### src/rtl/external_memory_arbiter.sv
// Round-robin arbiter sharing the single external-memory port between the comm (C) and processor (P)
// requesters; one-deep request latch per port, one outstanding transaction, watchdog abort.
module external_memory_arbiter #(
  parameter int BW_BYTE_ADDR   = 26,
  parameter int BW_WORD_ADDR   = 24,
  parameter int TIMEOUT_CYCLES = 4096
) (
  input  logic                    clock_i,
  input  logic                    reset_i,
  input  logic                    reqC_i,
  input  logic                    reqBlockC_i,
  input  logic                    rwC_i,
  input  logic                    clearC_i,
  input  logic [BW_BYTE_ADDR:0]   addC_i,
  input  logic [31:0]             dataC_i,
  output logic [31:0]             dataC_o,
  output logic                    validC_o,
  output logic                    doneC_o,
  output logic                    readyC_o,
  output logic                    errC_o,
  input  logic                    reqP_i,
  input  logic                    reqBlockP_i,
  input  logic                    rwP_i,
  input  logic                    clearP_i,
  input  logic [BW_WORD_ADDR-1:0] addP_i,
  input  logic [31:0]             dataP_i,
  output logic [31:0]             dataP_o,
  output logic                    validP_o,
  output logic                    doneP_o,
  output logic                    readyP_o,
  output logic                    errP_o,
  output logic                    req3_o,
  output logic                    reqBlock3_o,
  output logic                    rw3_o,
  output logic                    clear3_o,
  output logic [BW_BYTE_ADDR:0]   add3_o,
  output logic [31:0]             data3_o,
  input  logic [31:0]             data3_i,
  input  logic                    ready3_i,
  input  logic                    done3_i,
  input  logic                    valid3_i
);

  localparam int AW  = BW_BYTE_ADDR + 1;
  localparam int WDW = $clog2(TIMEOUT_CYCLES);
  localparam logic [WDW-1:0] WD_LAST = WDW'(TIMEOUT_CYCLES - 1);
  localparam logic GNT_C = 1'b0;
  localparam logic GNT_P = 1'b1;

  typedef enum logic [1:0] {
    ST_IDLE = 2'd0,
    ST_BUSY = 2'd1
  } state_t;

  state_t         st_q, st_d;
  logic           grant_q, grant_d;
  logic           lastGrant_q, lastGrant_d;
  logic [WDW-1:0] wdCnt_q, wdCnt_d;
  logic           req3_q, req3_d;
  logic           doneC_q, doneC_d, errC_q, errC_d;
  logic           doneP_q, doneP_d, errP_q, errP_d;
  logic           pendC_q, pendC_d, pendP_q, pendP_d;

  logic                    cBlk_q, cRw_q, cClr_q;
  logic [AW-1:0]           cAdd_q;
  logic [31:0]             cDat_q;
  logic                    pBlk_q, pRw_q, pClr_q;
  logic [BW_WORD_ADDR-1:0] pAdd_q;
  logic [31:0]             pDat_q;

  logic          captureC, captureP;
  logic          busy, gntC, gntP, finish;
  logic [AW-1:0] pAddByte;

  assign captureC = reqC_i && !pendC_q;
  assign captureP = reqP_i && !pendP_q;
  assign pAddByte = AW'({pAdd_q, 2'b00});

  // Request latches only load while their port is not already holding a request.
  always_ff @(posedge clock_i or negedge reset_i) begin
    if (!reset_i) begin
      cBlk_q <= 1'b0;
      cRw_q  <= 1'b0;
      cClr_q <= 1'b0;
      cAdd_q <= '0;
      cDat_q <= '0;
      pBlk_q <= 1'b0;
      pRw_q  <= 1'b0;
      pClr_q <= 1'b0;
      pAdd_q <= '0;
      pDat_q <= '0;
    end else begin
      if (captureC) begin
        cBlk_q <= reqBlockC_i;
        cRw_q  <= rwC_i;
        cClr_q <= clearC_i;
        cAdd_q <= addC_i;
        cDat_q <= dataC_i;
      end
      if (captureP) begin
        pBlk_q <= reqBlockP_i;
        pRw_q  <= rwP_i;
        pClr_q <= clearP_i;
        pAdd_q <= addP_i;
        pDat_q <= dataP_i;
      end
    end
  end

  always_ff @(posedge clock_i or negedge reset_i) begin
    if (!reset_i) begin
      st_q        <= ST_IDLE;
      grant_q     <= GNT_C;
      lastGrant_q <= GNT_P;
      wdCnt_q     <= '0;
      req3_q      <= 1'b0;
      doneC_q     <= 1'b0;
      errC_q      <= 1'b0;
      doneP_q     <= 1'b0;
      errP_q      <= 1'b0;
      pendC_q     <= 1'b0;
      pendP_q     <= 1'b0;
    end else begin
      st_q        <= st_d;
      grant_q     <= grant_d;
      lastGrant_q <= lastGrant_d;
      wdCnt_q     <= wdCnt_d;
      req3_q      <= req3_d;
      doneC_q     <= doneC_d;
      errC_q      <= errC_d;
      doneP_q     <= doneP_d;
      errP_q      <= errP_d;
      pendC_q     <= pendC_d;
      pendP_q     <= pendP_d;
    end
  end

  always_comb begin
    st_d        = st_q;
    grant_d     = grant_q;
    lastGrant_d = lastGrant_q;
    wdCnt_d     = wdCnt_q;
    req3_d      = 1'b0;
    doneC_d     = 1'b0;
    errC_d      = 1'b0;
    doneP_d     = 1'b0;
    errP_d      = 1'b0;
    pendC_d     = pendC_q | captureC;
    pendP_d     = pendP_q | captureP;
    finish      = 1'b0;

    case (st_q)
      ST_IDLE: begin
        if (ready3_i && (pendC_q || pendP_q)) begin
          // On a tie the port that was not served last wins.
          if (pendC_q && pendP_q) grant_d = ~lastGrant_q;
          else                    grant_d = pendP_q ? GNT_P : GNT_C;
          req3_d  = 1'b1;
          wdCnt_d = '0;
          st_d    = ST_BUSY;
        end
      end
      ST_BUSY: begin
        finish = done3_i || (wdCnt_q == WD_LAST);
        if (finish) begin
          if (grant_q == GNT_C) begin
            doneC_d = 1'b1;
            errC_d  = !done3_i;
            pendC_d = 1'b0;
          end else begin
            doneP_d = 1'b1;
            errP_d  = !done3_i;
            pendP_d = 1'b0;
          end
          lastGrant_d = grant_q;
          st_d        = ST_IDLE;
        end else begin
          wdCnt_d = wdCnt_q + 1'b1;
        end
      end
      default: st_d = ST_IDLE;
    endcase
  end

  assign busy = (st_q == ST_BUSY);
  assign gntC = busy && (grant_q == GNT_C);
  assign gntP = busy && (grant_q == GNT_P);

  assign req3_o      = req3_q;
  assign reqBlock3_o = (gntC && cBlk_q) || (gntP && pBlk_q);
  assign rw3_o       = (gntC && cRw_q) || (gntP && pRw_q);
  assign clear3_o    = (gntC && cClr_q) || (gntP && pClr_q);
  assign add3_o      = gntC ? cAdd_q : (gntP ? pAddByte : '0);
  assign data3_o     = gntC ? cDat_q : (gntP ? pDat_q : '0);

  assign dataC_o  = gntC ? data3_i : '0;
  assign validC_o = gntC && valid3_i;
  assign dataP_o  = gntP ? data3_i : '0;
  assign validP_o = gntP && valid3_i;

  assign doneC_o  = doneC_q;
  assign errC_o   = errC_q;
  assign readyC_o = !pendC_q;
  assign doneP_o  = doneP_q;
  assign errP_o   = errP_q;
  assign readyP_o = !pendP_q;

endmodule

### config.mk
export PLATFORM = sky130hd
export DESIGN_NAME = external_memory_arbiter
export DESIGN_NICKNAME = d
export VERILOG_FILES = /design/src/rtl/external_memory_arbiter.sv
export SDC_FILE = /design/constraint.sdc
export NUM_CORES = 1
export LEC_CHECK = 0
export CORE_MARGIN = 5
export CORE_UTILIZATION = 46
export DETAILED_ROUTE_END_ITERATION = 10
export PLACE_DENSITY = 0.93
export SLEW_MARGIN = 20
export SYNTH_ARGS = -nofsm -noshare
export SYNTH_HDL_FRONTEND = slang
export SYNTH_SLANG_ARGS = --single-unit
### constraint.sdc
create_clock -name clock_i -period 5 [get_ports clock_i]
set_input_delay 1.5 -clock clock_i [delete_from_list [all_inputs] [get_ports clock_i]]
set_output_delay 1.5 -clock clock_i [all_outputs]
set_load 0.05 [all_outputs]
==> impl_summary.log, run 1 <==
INFO  metric netlist-cell-type-count = 42
INFO  metric finalSetupViolCount = 0
INFO  metric timing_hold_violations_final = 0
INFO  metric vdd_ir_drop_max = 505.1 uV
INFO  metric synth_cells = 578
INFO  metric synth.largest_area_cell = dfrtp_1
INFO  metric via_per_inst = 5.275
INFO  metric wl_per_cell = 19.11 um
INFO  metric placeableCoreArea = 14,640 sq um
INFO  metric cts-resized-gates = 0
INFO  metric cts_hold_buffers = 0
INFO  metric nNetsFinal = 1,024
INFO  metric postSynth.topFlopCell = dfrtp_1
INFO  metric netlist_area_pre_place = 6905 sq um
INFO  metric die_y = 132.5 um
INFO  metric grt.met2_usage = 41.07%
INFO  metric crit_path_end_kind = output pin
INFO  metric die_area = 17,560 sq um
INFO  metric first_global_vias = 5,861
INFO  metric clock_latency = 420 ps
INFO  metric drive_above_1_share = 24.43%
INFO  metric setup.worst_path.end = dataP_o[11]
INFO  metric gp_congestion = 0.8708
INFO  metric layout_min_cycle_time = 4597 ps
INFO  metric htreeDepth = 4
INFO  metric io-pin-count = 295
INFO  metric route.antenna.remaining_nets = 0
INFO  metric fin_crit_sh = 91.94%
INFO  metric cts_root_buffer = clkbuf_16
INFO  metric worst_clock_skew = 8.769 ps
INFO  metric grt.overflow.total = 0
INFO  metric timing.rr.start = wdCnt_q[0]
INFO  metric max_slew_margin = 47.26%
INFO  metric port_buf_inserts = 294
INFO  metric report.power.total = 6747 uW
INFO  metric pwr_density_cell = 614.9 nW/um^2
INFO  metric floorplan.initialDensity = 47.15%
INFO  metric worstRegToRegCells = 5
INFO  metric use_met1 = 24.75%
INFO  metric ys_top_cells_by_area = dfrtp_1, mux2_2, mux2i_1
INFO  metric drc_errors = 0
INFO  metric n_antenna_cell = 0
INFO  metric synth-async-reset-ratio = 100.0%
INFO  metric synth-edff-count = 0
INFO  metric worst_r2r_endpoint = wdCnt_q[5]
INFO  metric data_required_time_at_the_worst_endpoint = 3500 ps
INFO  metric drt-initial-drc-count = 207
INFO  metric max_slew.worst_pin.slew = 791.1 ps
INFO  metric gr-usage-all-layers = 22.88%
INFO  metric synth_sequential_area_ratio = 51.84%
INFO  metric numCtsBuffers = 17
INFO  metric worst-setup-path-type = in2out
INFO  metric timing_max_transition_violations_final = 0
INFO  metric post-synth-top-area-fraction = 51.46%
INFO  metric cts_setup_buffers = 0
INFO  metric routed_wirelength = 20.26 mm
INFO  metric grt_start_max_net_pins = 88
INFO  metric first_pass_grt_wire_length = 31.72 mm
INFO  metric syn-mean-instance-area = 11.95 sq um
INFO  metric outcome = complete, no violations
INFO  metric first_pass_iters = 4
INFO  metric hpwl_after_dpl = 15.08 mm
INFO  metric leakage = 0.004848 uW
INFO  metric initial_antenna_violation_count = 1
INFO  metric row_count = 44
INFO  metric clkSinkCount = 143
INFO  metric timing.setup.tns = 0 ps
INFO  metric yosysWarnings = 0
INFO  metric clk_transition_reported_paths = 60 ps
INFO  metric critical_path_arrival = 3100 ps
INFO  metric synthesis.nets = 739
INFO  metric yosys_register_bits = 143
INFO  metric startpoint_type = input pin
INFO  metric worst_setup_path_startpoint = data3_i[11]
INFO  metric worstPathMaxFanout = 2
INFO  metric max-clock-path-buffers = 2
INFO  metric fraction_of_met3_tracks_used_by_global_routing = 9.263%
INFO  metric max_clock_freq = 217.5 MHz
INFO  metric max-cap-violations = 0
INFO  metric grt-busiest-layer = met2
INFO  metric tritoncts = done
INFO  metric r2r_slack = 2850 ps
INFO  metric routed-via-count = 5,592
INFO  metric fp.dieW = 132.5 um
INFO  metric hp-class = reg2reg
INFO  metric area_growth_syn_to_layout = 58.91%
INFO  metric grt_setup_unrepaired = no
[stage by stage]
stage	hold slack (ps)	cell area (sq um)	setup slack, ps	util (%)	std cells
3_3_place_gp	482.1	10400	412.6	71.01	1028
5_1_grt	513.3	10970	410.4	74.93	1060
3_5_place_dp	487.5	10400	417.0	71.01	1028
6_report	495.8	10970	403.2	74.93	1060
2_1_floorplan	469.9	6905	1551	-	578
4_1_cts	500.6	10970	408.2	74.93	1060
[metal layers]
metal  share of wire (%)  wire length, um  vias up
met1                  37             7445     2740
met2                  53            10660      223
met4                 1.8              370        2
li1                    -                -     2599
met5               0.035                7        -
met3                 8.8             1778       28
[worst min-delay path by stage]
stage / from / to / slack (ps) / cells past startpoint
after global routing: pDat_q[15] / pDat_q[15] / 510 / 1
after global placement: cAdd_q[1] / cAdd_q[1] / 480 / 1
after floorplan: lastGrant_q / lastGrant_q / 470 / 2
after detailed placement: cAdd_q[1] / cAdd_q[1] / 490 / 1
final: cAdd_q[1] / cAdd_q[1] / 500 / 1
after CTS: cAdd_q[1] / cAdd_q[1] / 500 / 1
[report_power, final]
| part | switching [uW] | internal [uW] | leakage [uW] |
|---|---|---|---|
| clock network | 466 | 756 | 0.000283 |
| registers | 336 | 1700 | 0.00171 |
| logic | 1980 | 1510 | 0.00286 |
| total | 2780 | 3970 | 0.00485 |
[cell type report]
cell class | instances | area, sq um
repair buffers | 306 | 3407
clock inverters | 11 | 113.9
fillers | 951 | 3671
inverters | 6 | 22.52
flip-flops and latches | 143 | 3583
well taps | 184 | 230.2
clock buffers | 21 | 460.4
multi-input cells | 389 | 3156
[critical path, stage by stage]
cell,delay (ps)
clkdlybuf4s50_1,590
and3_1,200
clkdlybuf4s50_1,800
[cells in the mapped netlist, types with 5 or more instances]
cell / number
and3_1: 38
dfrtp_1: 142
nor3_1: 6
nand2_1: 9
o21ai_0: 6
inv_1: 5
and2_1: 37
mux2_2: 121
nand3_1: 6
clkbuf_1: 26
a211o_1: 5
nor2_1: 66
buf_2: 7
mux2i_1: 59
buf_1: 6
[kinds of logic (layout without fill, tap and decap cells)]
| logic type | count (synthesis) | count (layout) | synth area share (%) |
|---|---|---|---|
| multiplexers | 181 | 181 | 28.50 |
| XOR/XNOR | 1 | 1 | 0.1269 |
| buffers and inverters | 46 | 344 | 2.682 |
| adder cells (fa/ha/maj) | 1 | 1 | 0.1812 |
| AO/OA/AOI/OAI | 24 | 24 | 2.573 |
| flip-flops | 143 | 143 | 51.84 |
| AND/OR/NAND/NOR | 182 | 182 | 14.10 |
[state kept, by name, summed over array words and instances, names as in the netlist, 12 cells and up]
register and count:
wdCnt_q 12, pDat_q 32, cDat_q 32, cAdd_q 27, pAdd_q 24
[cells in the final DEF (no fill, tap or decap), types with 2 or more instances in the layout]
master / n
a211o_1: 5
a21o_1: 3
a21oi_1: 4
and2_1: 37
and3_1: 38
buf_12: 37
buf_4: 11
bufinv_16: 2
clkbuf_1: 2
clkbuf_16: 17
clkbuf_8: 2
clkdlybuf4s50_1: 257
clkinv_2: 6
clkinvlp_4: 2
dfrtp_1: 141
inv_1: 5
mux2_2: 121
mux2i_1: 59
nand2_1: 9
nand2b_1: 2
nand3_1: 6
nand4_1: 2
nor2_1: 66
nor2b_4: 2
nor3_1: 6
nor4_1: 4
o21ai_0: 6
o31a_1: 2
Note: power is estimated with default switching activity, not from simulation.
==> run 2: changes to the inputs <==
--- a/config.mk
+++ b/config.mk
@@ -13,3 +13,4 @@
 export SYNTH_ARGS = -nofsm -noshare
 export SYNTH_HDL_FRONTEND = slang
 export SYNTH_SLANG_ARGS = --single-unit
+export TNS_END_PERCENT = 1
==> results of run 2 <==
No change in the layout: final DEF, timing and power equal those of run 1.
==> run 3: changes to the inputs <==
--- a/config.mk
+++ b/config.mk
@@ -7,6 +7,7 @@
 export LEC_CHECK = 0
 export CORE_MARGIN = 5
 export CORE_UTILIZATION = 46
+export CTS_CLUSTER_DIAMETER = 200
 export DETAILED_ROUTE_END_ITERATION = 10
 export PLACE_DENSITY = 0.93
 export SLEW_MARGIN = 20
==> results of run 3 <==
No change in the layout: final DEF, timing and power equal those of run 1.
